--- src/rtl/decoder_rr_arbiter.sv ---
// Round-robin arbiter for a 2-to-4 decoder-driven shared resource.
// Holders keep the grant while requesting; a hold timer preempts under contention.
module decoder_rr_arbiter #(
  parameter int MAX_HOLD = 8,
  parameter int CNT_W    = 4
) (
  input  logic       clk,
  input  logic       rst_n,
  input  logic       arb_en,
  input  logic [3:0] req,
  output logic [1:0] dec_sel,
  output logic       dec_en,
  output logic [3:0] gnt,
  output logic       busy,
  output logic       preempt
);

  typedef enum logic {
    IDLE  = 1'b0,
    GRANT = 1'b1
  } state_t;

  localparam logic [CNT_W-1:0] HOLD_LAST =
    CNT_W'((MAX_HOLD == 0) ? 0 : MAX_HOLD - 1);

  state_t           state;
  logic [1:0]       ptr;
  logic [CNT_W-1:0] cnt;
  logic [1:0]       win;
  logic             hold_hit;
  logic             others;

  // pick first requester at or after ptr, wrapping around
  always_comb begin
    logic [1:0] off;
    win = 2'd0;
    off = 2'd0;
    for (int i = 3; i >= 0; i--) begin
      off = ptr + 2'(i);
      if (req[off]) win = off;
    end
  end

  assign gnt      = dec_en ? (4'b0001 << dec_sel) : 4'b0000;
  assign busy     = dec_en;
  assign others   = |(req & ~gnt);
  assign hold_hit = (MAX_HOLD != 0) && (cnt >= HOLD_LAST);

  // arbiter state machine with registered decoder outputs
  always_ff @(posedge clk) begin
    if (!rst_n) begin
      state   <= IDLE;
      ptr     <= 2'd0;
      cnt     <= '0;
      dec_sel <= 2'd0;
      dec_en  <= 1'b0;
      preempt <= 1'b0;
    end else begin
      preempt <= 1'b0;
      unique case (state)
        IDLE: begin
          if (arb_en && |req) begin
            state   <= GRANT;
            dec_sel <= win;
            dec_en  <= 1'b1;
            cnt     <= '0;
          end
        end
        GRANT: begin
          if (cnt != '1) cnt <= cnt + 1'b1;
          if (!arb_en) begin
            state  <= IDLE;
            dec_en <= 1'b0;
          end else if (!req[dec_sel]) begin
            state  <= IDLE;
            dec_en <= 1'b0;
            ptr    <= dec_sel + 2'd1;
          end else if (hold_hit && others) begin
            state   <= IDLE;
            dec_en  <= 1'b0;
            ptr     <= dec_sel + 2'd1;
            preempt <= 1'b1;
          end
        end
        default: state <= IDLE;
      endcase
    end
  end

endmodule

--- config.mk ---
export PLATFORM = sky130hd
export DESIGN_NAME = decoder_rr_arbiter
export DESIGN_NICKNAME = d
export VERILOG_FILES = /design/src/rtl/decoder_rr_arbiter.sv
export SDC_FILE = /design/constraint.sdc
export NUM_CORES = 1
export LEC_CHECK = 0
export CORE_UTILIZATION = 48
export DETAILED_ROUTE_END_ITERATION = 8
export PLACE_DENSITY = 0.85
export SYNTH_ARGS = -nofsm -noshare
export SYNTH_HDL_FRONTEND = slang
export SYNTH_SLANG_ARGS = --single-unit
--- constraint.sdc ---
create_clock -name clk -period 1.65 [get_ports clk]
set_input_delay 0.33 -clock clk [delete_from_list [all_inputs] [get_ports clk]]
set_output_delay 0.33 -clock clk [all_outputs]
set_load 0.02 [all_outputs]
After elaboration in Yosys (flattened, before gate mapping)
Cells that the tools add are included.
W data, S select, Z words.
{"block": "totals", "out_inout_bits": 9, "reg_bits": 11}
{"block": "op_classes", "n_mux": 31, "bitwise": 3, "reduce_logical": 9, "n_lt_le_gt_ge": 6, "n_shift": 1, "add_sub_neg": 5, "n_eq_ne": 5}
{"operator": "$lt A2 B3 Y1 const B", "n": 5}
{"operator": "$mux W1", "n": 14}
{"operator": "$mux W2", "n": 6}
{"operator": "$mux W4", "n": 3}
{"operator": "$bmux W1 S2", "n": 5}
{"operator": "$pmux W4 S2", "n": 1}
{"operator": "$reduce_or A4 Y1", "n": 2}
{"operator": "$reduce_and A2 Y1", "n": 3}
{"operator": "$add A2 B1 Y2 const B", "n": 2}
{"operator": "$add A2 B2 Y2 const B", "n": 2}
{"operator": "$add A4 B1 Y4 const B", "n": 1}
{"operator": "$and A4 B4 Y4", "n": 1}
{"operator": "$ge A4 B3 Y1 const B", "n": 1}
{"operator": "$ne A2 B1 Y1 const B", "n": 2}
{"operator": "$ne A4 B3 Y1 const B", "n": 1}
{"operator": "$ne A4 B4 Y1 const B", "n": 1}
{"operator": "$not A4 Y4", "n": 1}
{"operator": "$pmux W1 S2", "n": 2}
{"operator": "$reduce_and A4 Y1", "n": 1}
{"operator": "$shl A1 B2 Y4 const A", "n": 1}
{"operator": "$reduce_and A3 Y1", "n": 1}
{"operator": "$logic_and A1 B1 Y1", "n": 2}
{"operator": "$ne A2 B2 Y1 const B", "n": 1}
{"operator": "$not A1 Y1", "n": 1}

Longest topological paths before layout
Gate-level depths: netlist of run 1.
{"block": "depth", "ltp_word": 10, "mapped_depth": 7}

Worst setup path after synthesis of run 1
No wires, ideal clock.
{"block": "synth_path", "path_kind": "reg2reg", "startpoint": "register dec_sel[0]", "endpoint": "register ptr[0]", "required_time_ns": 1.531, "setup_slack_ns": 0.012, "t_arrival_ns": 1.519, "path_buffers": 0, "path_stages_with_launch": 7, "setup_ns": 0.119, "period_less_slack_ns": 1.638, "cell_sequence": "dfxtp_1 -> ha_1 -> nor2b_1 -> nor4_2 -> a21oi_1 -> o211a_1 -> mux2i_1"}
{"block": "synth_via", "elab_chain_cells": 8, "word_cells_on_any_way": 13}
{"element": "start: declaration", "line_no": "11", "text": "output logic [1:0] dec_sel,"}
{"element": "start signal: assignment", "line_no": "64", "text": "dec_sel <= win;"}
{"element": "$shl A1 B2 Y4", "line_no": "44", "text": "assign gnt = dec_en ? (4'b0001 << dec_sel) : 4'b0000;"}
{"element": "$mux W4", "line_no": "44"}
{"element": "$not A4 Y4", "line_no": "46", "text": "assign others = |(req & ~gnt);"}
{"element": "$and A4 B4 Y4", "line_no": "46"}
{"element": "$reduce_or A4 Y1", "line_no": "46"}
{"element": "$logic_and A1 B1 Y1", "line_no": "78", "text": "end else if (hold_hit && others) begin"}
{"element": "$ne A2 B1 Y1 (no line)"}
{"element": "$reduce_and A3 Y1 (no line)"}
{"element": "end signal: assignment", "line_no": "77", "text": "ptr <= dec_sel + 2'd1;"}
{"element": "end signal: assignment", "line_no": "81", "text": "ptr <= dec_sel + 2'd1;"}
{"element": "end: declaration", "line_no": "27", "text": "logic [1:0] ptr;"}
Several ways; a longest one is shown, not always the timed one. The select of a mux whose other input is x is not followed.
A chain may end at the register's enable or synchronous reset.

Final worst setup path of run 1
{"block": "layout_path", "startpoint": "register dec_sel[1]", "endpoint": "output gnt[1]"}
{"block": "layout_via", "elab_chain_cells": 2}
{"element": "$shl A1 B2 Y4", "line_no": "44"}
{"element": "$mux W4", "line_no": "44"}
{"element": "end: declaration", "line_no": "13", "text": "output logic [3:0] gnt,"}
No other way between the ends.

==> out/metrics.csv, run 1 <==
metric,value,unit
status,finished clean,
path_class,flip-flop to primary output,
overflow,0,
path_max_fanout,5,
slew_headroom,0.714,
grt_max_degree,10,
die_area,0.00163,mm2
layout_common_cells,"10 x buf_4, 9 x nor2_1, 9 x dfxtp_1",
grt_pass1_wl,2510,um
cts_made_buffers,3,
drt_iter0_drc,17,
clockBufferDepth,2,
die_h,40.4,um
critPathMaxStageDelay,370,ps
min_path_type,flip-flop to flip-flop,
ant_nets,0,
period_share,0.960,
vias,679,
routed_wirelength,1810,um
detail_route.wl_per_cell,14.5,um
crit_path_end_kind,primary output,
cp.arrival,1250,ps
num-nets-final,123,
slowest_stage,dfxtp_2,
initial_utilization,0.530,
powerDensity,629,mW/mm2
slew_violations,0,
fmax,632,MHz
crit_family,flip-flops,
finalSetupTns,0,ps
mappedNetlistNets,95,
cts.hold.buffers_added,0,
cts_tree,built,
p_seq_frac,0.467,
avgSynthCellArea,8.52,um2
clockPowerShare,0.287,
worst-path-buf-inv,2,
synthCells,83,
clock-root-buffer,clkbuf_4,
fp-row-count,13,
synth_seq_area_share,0.312,
clock_latency,260,ps
clk_pin_slew_worst_paths,60,ps
final_layout_size_suffix_gt1_frac,0.273,
maxCapViolCount,0,
yosysWarningCount,0,
coreArea,0.00133,mm2
antenna_found_initial,0,
synth_seq_cells,11,
grt_pass1_vias,554,
intPower,440,uW
finalWeightedCongestion,0.762,
post_cts_buffers,0,
worst_pin_slew,428,ps
start_kind,flip-flop,
ff_latch_area,225,um2
cts_num_sinks,11,
finalSetupViolCount,0,
grt_usage,0.237,
mostFrequentLayoutCell,buf_4,
path_cells,"inv_2, ha_2, and2_1, clkdlybuf4s15_2",
rsz0062_at_grt,true,
viasPerCell,5.43,
ios,16,
cp.required,1320,ps
hold_viol,0,
power_frac_comb,0.247,
leakagePower,0.455,nW
syn_area,707,um2
dp.cells,121,
worst_clock_skew,3.63,ps
switching_share,0.287,
nFillCells,104,
n_antenna_cell,0,
chipWidth,40.4,um
power,617,uW
dp_hpwl,1320,um
multi_input_area,483,um2
firstDrtPassIters,4,
htree_levels,1,
synth.distinct_cells,30,
numPortBuffers,15,
switchingPower,177,uW
synthToLayoutAreaGrowth,38.8,%
drc,0,
layout_min_cycle_time,1580,ps
ir_drop,531,uV
final_cells,125,
[worst paths after layout]
check                                            to  slack [ps]  depth (start not counted)                     from
worst max-delay path                         gnt[1]          70                          4  dec_sel[1]$_SDFFE_PN0P_
worst min-delay path            ptr[0]$_SDFFE_PN0P_         500                          2      ptr[0]$_SDFFE_PN0P_
worst max register to register  ptr[0]$_SDFFE_PN0P_          80                          6  dec_sel[1]$_SDFFE_PN0P_
worst min register to register  ptr[0]$_SDFFE_PN0P_         500                          2      ptr[0]$_SDFFE_PN0P_
[Yosys cell counts]
master | n | area, um2
nand3_1 | 2 | 10.0
a31oi_1 | 1 | 6.26
o21a_1 | 1 | 7.51
or3b_1 | 1 | 8.76
o22ai_1 | 1 | 6.26
nor4_2 | 2 | 25.0
mux2_2 | 1 | 11.3
a41oi_1 | 1 | 8.76
dfxtp_1 | 11 | 220
and2_1 | 5 | 31.3
nor4_1 | 1 | 6.26
clkbuf_1 | 1 | 3.75
a211oi_1 | 1 | 7.51
nor3b_1 | 1 | 7.51
o211a_1 | 2 | 20.0
buf_4 | 1 | 7.51
nand2_1 | 6 | 22.5
xor2_1 | 1 | 8.76
mux4_2 | 1 | 22.5
a32oi_1 | 2 | 17.5
mux2i_1 | 3 | 30.0
o21ai_0 | 2 | 10.0
a21oi_1 | 8 | 40.0
nor2b_1 | 4 | 25.0
nor2_1 | 9 | 33.8
inv_1 | 5 | 18.8
nand2b_1 | 2 | 12.5
ha_1 | 5 | 62.6
or2_1 | 1 | 6.26
a2111oi_0 | 1 | 8.76
[repair_timing]
item	CTS	global route
endpoints found under the setup margin	13	12
pin swaps	5	3
resized for setup	22	12
[layout make-up]
cell class / instances / area share
Timing Repair Buffer: 25 / 0.213
Multi-Input combinational cell: 65 / 0.492
Inverter: 5 / 0.0191
Clock buffer: 4 / 0.0268
Sequential cell: 11 / 0.230
Tap cell: 15 / 0.0191
[metrics by stage]
step	cell area (um2)	setup WS, ps	hold WS, ps	utilization
2_1_floorplan	707	11.7	448	-
3_3_place_gp	940	-250	476	0.705
3_5_place_dp	940	-309	498	0.705
4_1_cts	955	3.39	512	0.716
5_1_grt	981	-28.7	551	0.735
6_report	981	66.8	504	0.735
[per-layer routing]
metal	vias up	track usage	wire (um)
li1	351	-	-
met1	304	0.311	785
met2	20	0.393	909
met3	4	0.0833	80
met4	0	0	32
met5	-	0	0
[worst register-to-register path: cells and delay by family, from the launching register on]
kind / cells / cell delay [ps]
and+or+nand+nor: 2 / 400
DFF: 1 / 370
AOI/OAI and AO/OA: 2 / 370
adders and majority gates: 1 / 190
muxes: 1 / 130
[logic make-up (layout without fill, tap and decap cells)]
group,count (synthesis),count (layout),share of synthesized area
and+or+nand+nor,34,34,0.267
AOI/OAI and AO/OA,20,20,0.188
DFF,11,11,0.312
buffers and inverters,7,34,0.0425
adders and majority gates,5,5,0.0885
muxes,5,5,0.0903
xor gates and xnor gates,1,1,0.0124
[power by group through the flow]
stage | logic [mW] | registers, mW | clock network (mW)
floorplan | 0.0735 | 0.296 | 0
global placement | 0.147 | 0.293 | 0
detailed placement | 0.150 | 0.294 | 0
CTS | 0.141 | 0.287 | 0.182
global route | 0.166 | 0.290 | 0.201
finish | 0.152 | 0.288 | 0.177
[sequential cells by signal, summed over array words and instances, names as in the netlist]
register and cells:
cnt 4, dec_sel 2, ptr 2, busy 1, preempt 1, state 1
Power figures use the tool's default switching activity.
==> run 2: changes to the inputs <==
--- a/config.mk
+++ b/config.mk
@@ -6,7 +6,10 @@
 export NUM_CORES = 1
 export LEC_CHECK = 0
-export CORE_UTILIZATION = 48
+export CELL_PAD_IN_SITES_DETAIL_PLACEMENT = 0
+export CELL_PAD_IN_SITES_GLOBAL_PLACEMENT = 1
+export CORE_UTILIZATION = 35
+export CTS_CLUSTER_SIZE = 16
 export DETAILED_ROUTE_END_ITERATION = 8
-export PLACE_DENSITY = 0.85
+export PLACE_DENSITY = 0.84
 export SYNTH_ARGS = -nofsm -noshare
 export SYNTH_HDL_FRONTEND = slang
==> constraint.sdc (replaced) <==
create_clock -name clk -period 1.65 [get_ports clk]
set_input_delay 0.495 -clock clk [delete_from_list [all_inputs] [get_ports clk]]
set_output_delay 0.495 -clock clk [all_outputs]
set_load 0.02 [all_outputs]
==> out/metrics.csv, run 2 (synthesis results as in run 1) <==
metric,value,unit
power,637,uW
grt_usage,0.189,
coreArea,0.00180,mm2
cp.required,1150,ps
clock_latency,270,ps
p_seq_frac,0.450,
num-nets-final,126,
grt_pass1_vias,655,
htree_levels,1,
utilization,0.578,
switching_share,0.292,
clockPowerShare,0.289,
fmax,604,MHz
finalWeightedCongestion,0.764,
grt_max_degree,10,
ios,16,
leakagePower,0.461,nW
slew_headroom,0.739,
min_path_type,flip-flop to flip-flop,
layout_common_cells,"13 x buf_4, 9 x nor2_1, 9 x dfxtp_1",
intPower,451,uW
start_kind,flip-flop,
clock-root-buffer,clkbuf_4,
nFillCells,186,
routed_wirelength,1740,um
status,"complete, but fails checks",
dp_hpwl,1370,um
crit_path_end_kind,primary output,
path_class,flip-flop to primary output,
cts.hold.buffers_added,0,
ant_nets,0,
top_usage_layer,met2,
grt_pass1_wl,2860,um
rsz0062_at_grt,true,
n_antenna_cell,0,
detail_route.wl_per_cell,12.6,um
chipWidth,46.9,um
viasPerCell,5.07,
powerDensity,612,mW/mm2
finalSetupViolCount,1,
period_share,1.00,
cts_num_sinks,11,
switchingPower,186,uW
cts_tree,built,
multi_input_area,508,um2
use_met2,0.300,
final_layout_size_suffix_gt1_frac,0.345,
place_worst_setup_slack,-484,ps
hold_viol,0,
clk_pin_slew_worst_paths,60,ps
clockBufferDepth,2,
largest_reg_flops,4,
drt_iter0_drc,5,
maxCapViolCount,0,
cts_made_buffers,3,
numPortBuffers,15,
ff_latch_area,228,um2
power_frac_comb,0.261,
worst_pin_slew,381,ps
top_regs,"cnt (4), dec_sel (2), ptr (2)",
overflow,0,
use_met3,0.0692,
die_h,46.9,um
synthToLayoutAreaGrowth,47.3,%
placed_cell_area,975,um2
ir_drop,533,uV
hold_slack,502,ps
layout_min_cycle_time,1660,ps
fp-row-count,15,
slew_violations,0,
die_area,0.00220,mm2
fin_ws,-5.21,ps
antenna_found_initial,0,
violations,negative setup slack,
firstDrtPassIters,3,
post_cts_buffers,0,
initial_utilization,0.392,
top_register,cnt,
vias,700,
mostFrequentLayoutCell,buf_4,
cp.arrival,1160,ps
drc,0,
worst_clock_skew,7.51,ps
fin_area,0.00104,mm2
met1_usage,0.250,
path_max_fanout,4,
run 2: final cells by class:
class,instances,area share
clock buffers,4,0.0252
inverters,5,0.0204
multi-input cells,65,0.488
flip-flops and latches,11,0.219
well taps,25,0.0300
repair buffers,28,0.218
run 2: per-layer routing:
metal | share of wire | wire (um) | vias to the layer above
met2 | 0.48 | 843 | 10
met1 | 0.47 | 822 | 333
met3 | 0.040 | 70 | 2
met5 | 0 | 0 | -
met4 | 0.0040 | 7 | 0
li1 | - | - | 355
run 2: repair_timing:
item,4_1_cts,5_1_grt
pin swaps,1,3
gates resized for setup,36,15
setup endpoints to repair,20,7
run 2: per-stage QoR:
stage          instances  setup TNS [ps]
4_1_cts              138            -106
3_3_place_gp         134           -4900
2_1_floorplan         83               0
5_1_grt              138            -117
3_5_place_dp         134           -5380
6_report             138           -5.21
run 2: final timing paths:
check / from / endpoint / slack, ps / depth (start not counted)
setup / recovery: dec_sel[0]$_SDFFE_PN0P_ / gnt[2] / -5 / 4
hold / removal: ptr[0]$_SDFFE_PN0P_ / ptr[0]$_SDFFE_PN0P_ / 500 / 2
hold reg to reg: ptr[0]$_SDFFE_PN0P_ / ptr[0]$_SDFFE_PN0P_ / 500 / 2
setup reg to reg: dec_sel[1]$_SDFFE_PN0P_ / ptr[0]$_SDFFE_PN0P_ / 60 / 7
run 2: critical path, stage by stage (launching register included):
cell,delay [ps]
dfxtp_4,370
inv_2,50
ha_2,180
and2_1,140
buf_2,150
run 2: power by group through the flow:
| stage | registers, mW | clock network [mW] | logic (mW) |
|---|---|---|---|
| after floorplan | 0.296 | 0 | 0.0735 |
| after global placement | 0.292 | 0 | 0.155 |
| after detailed placement | 0.293 | 0 | 0.158 |
| after CTS | 0.286 | 0.191 | 0.157 |
| after global routing | 0.289 | 0.204 | 0.181 |
| final | 0.287 | 0.184 | 0.166 |
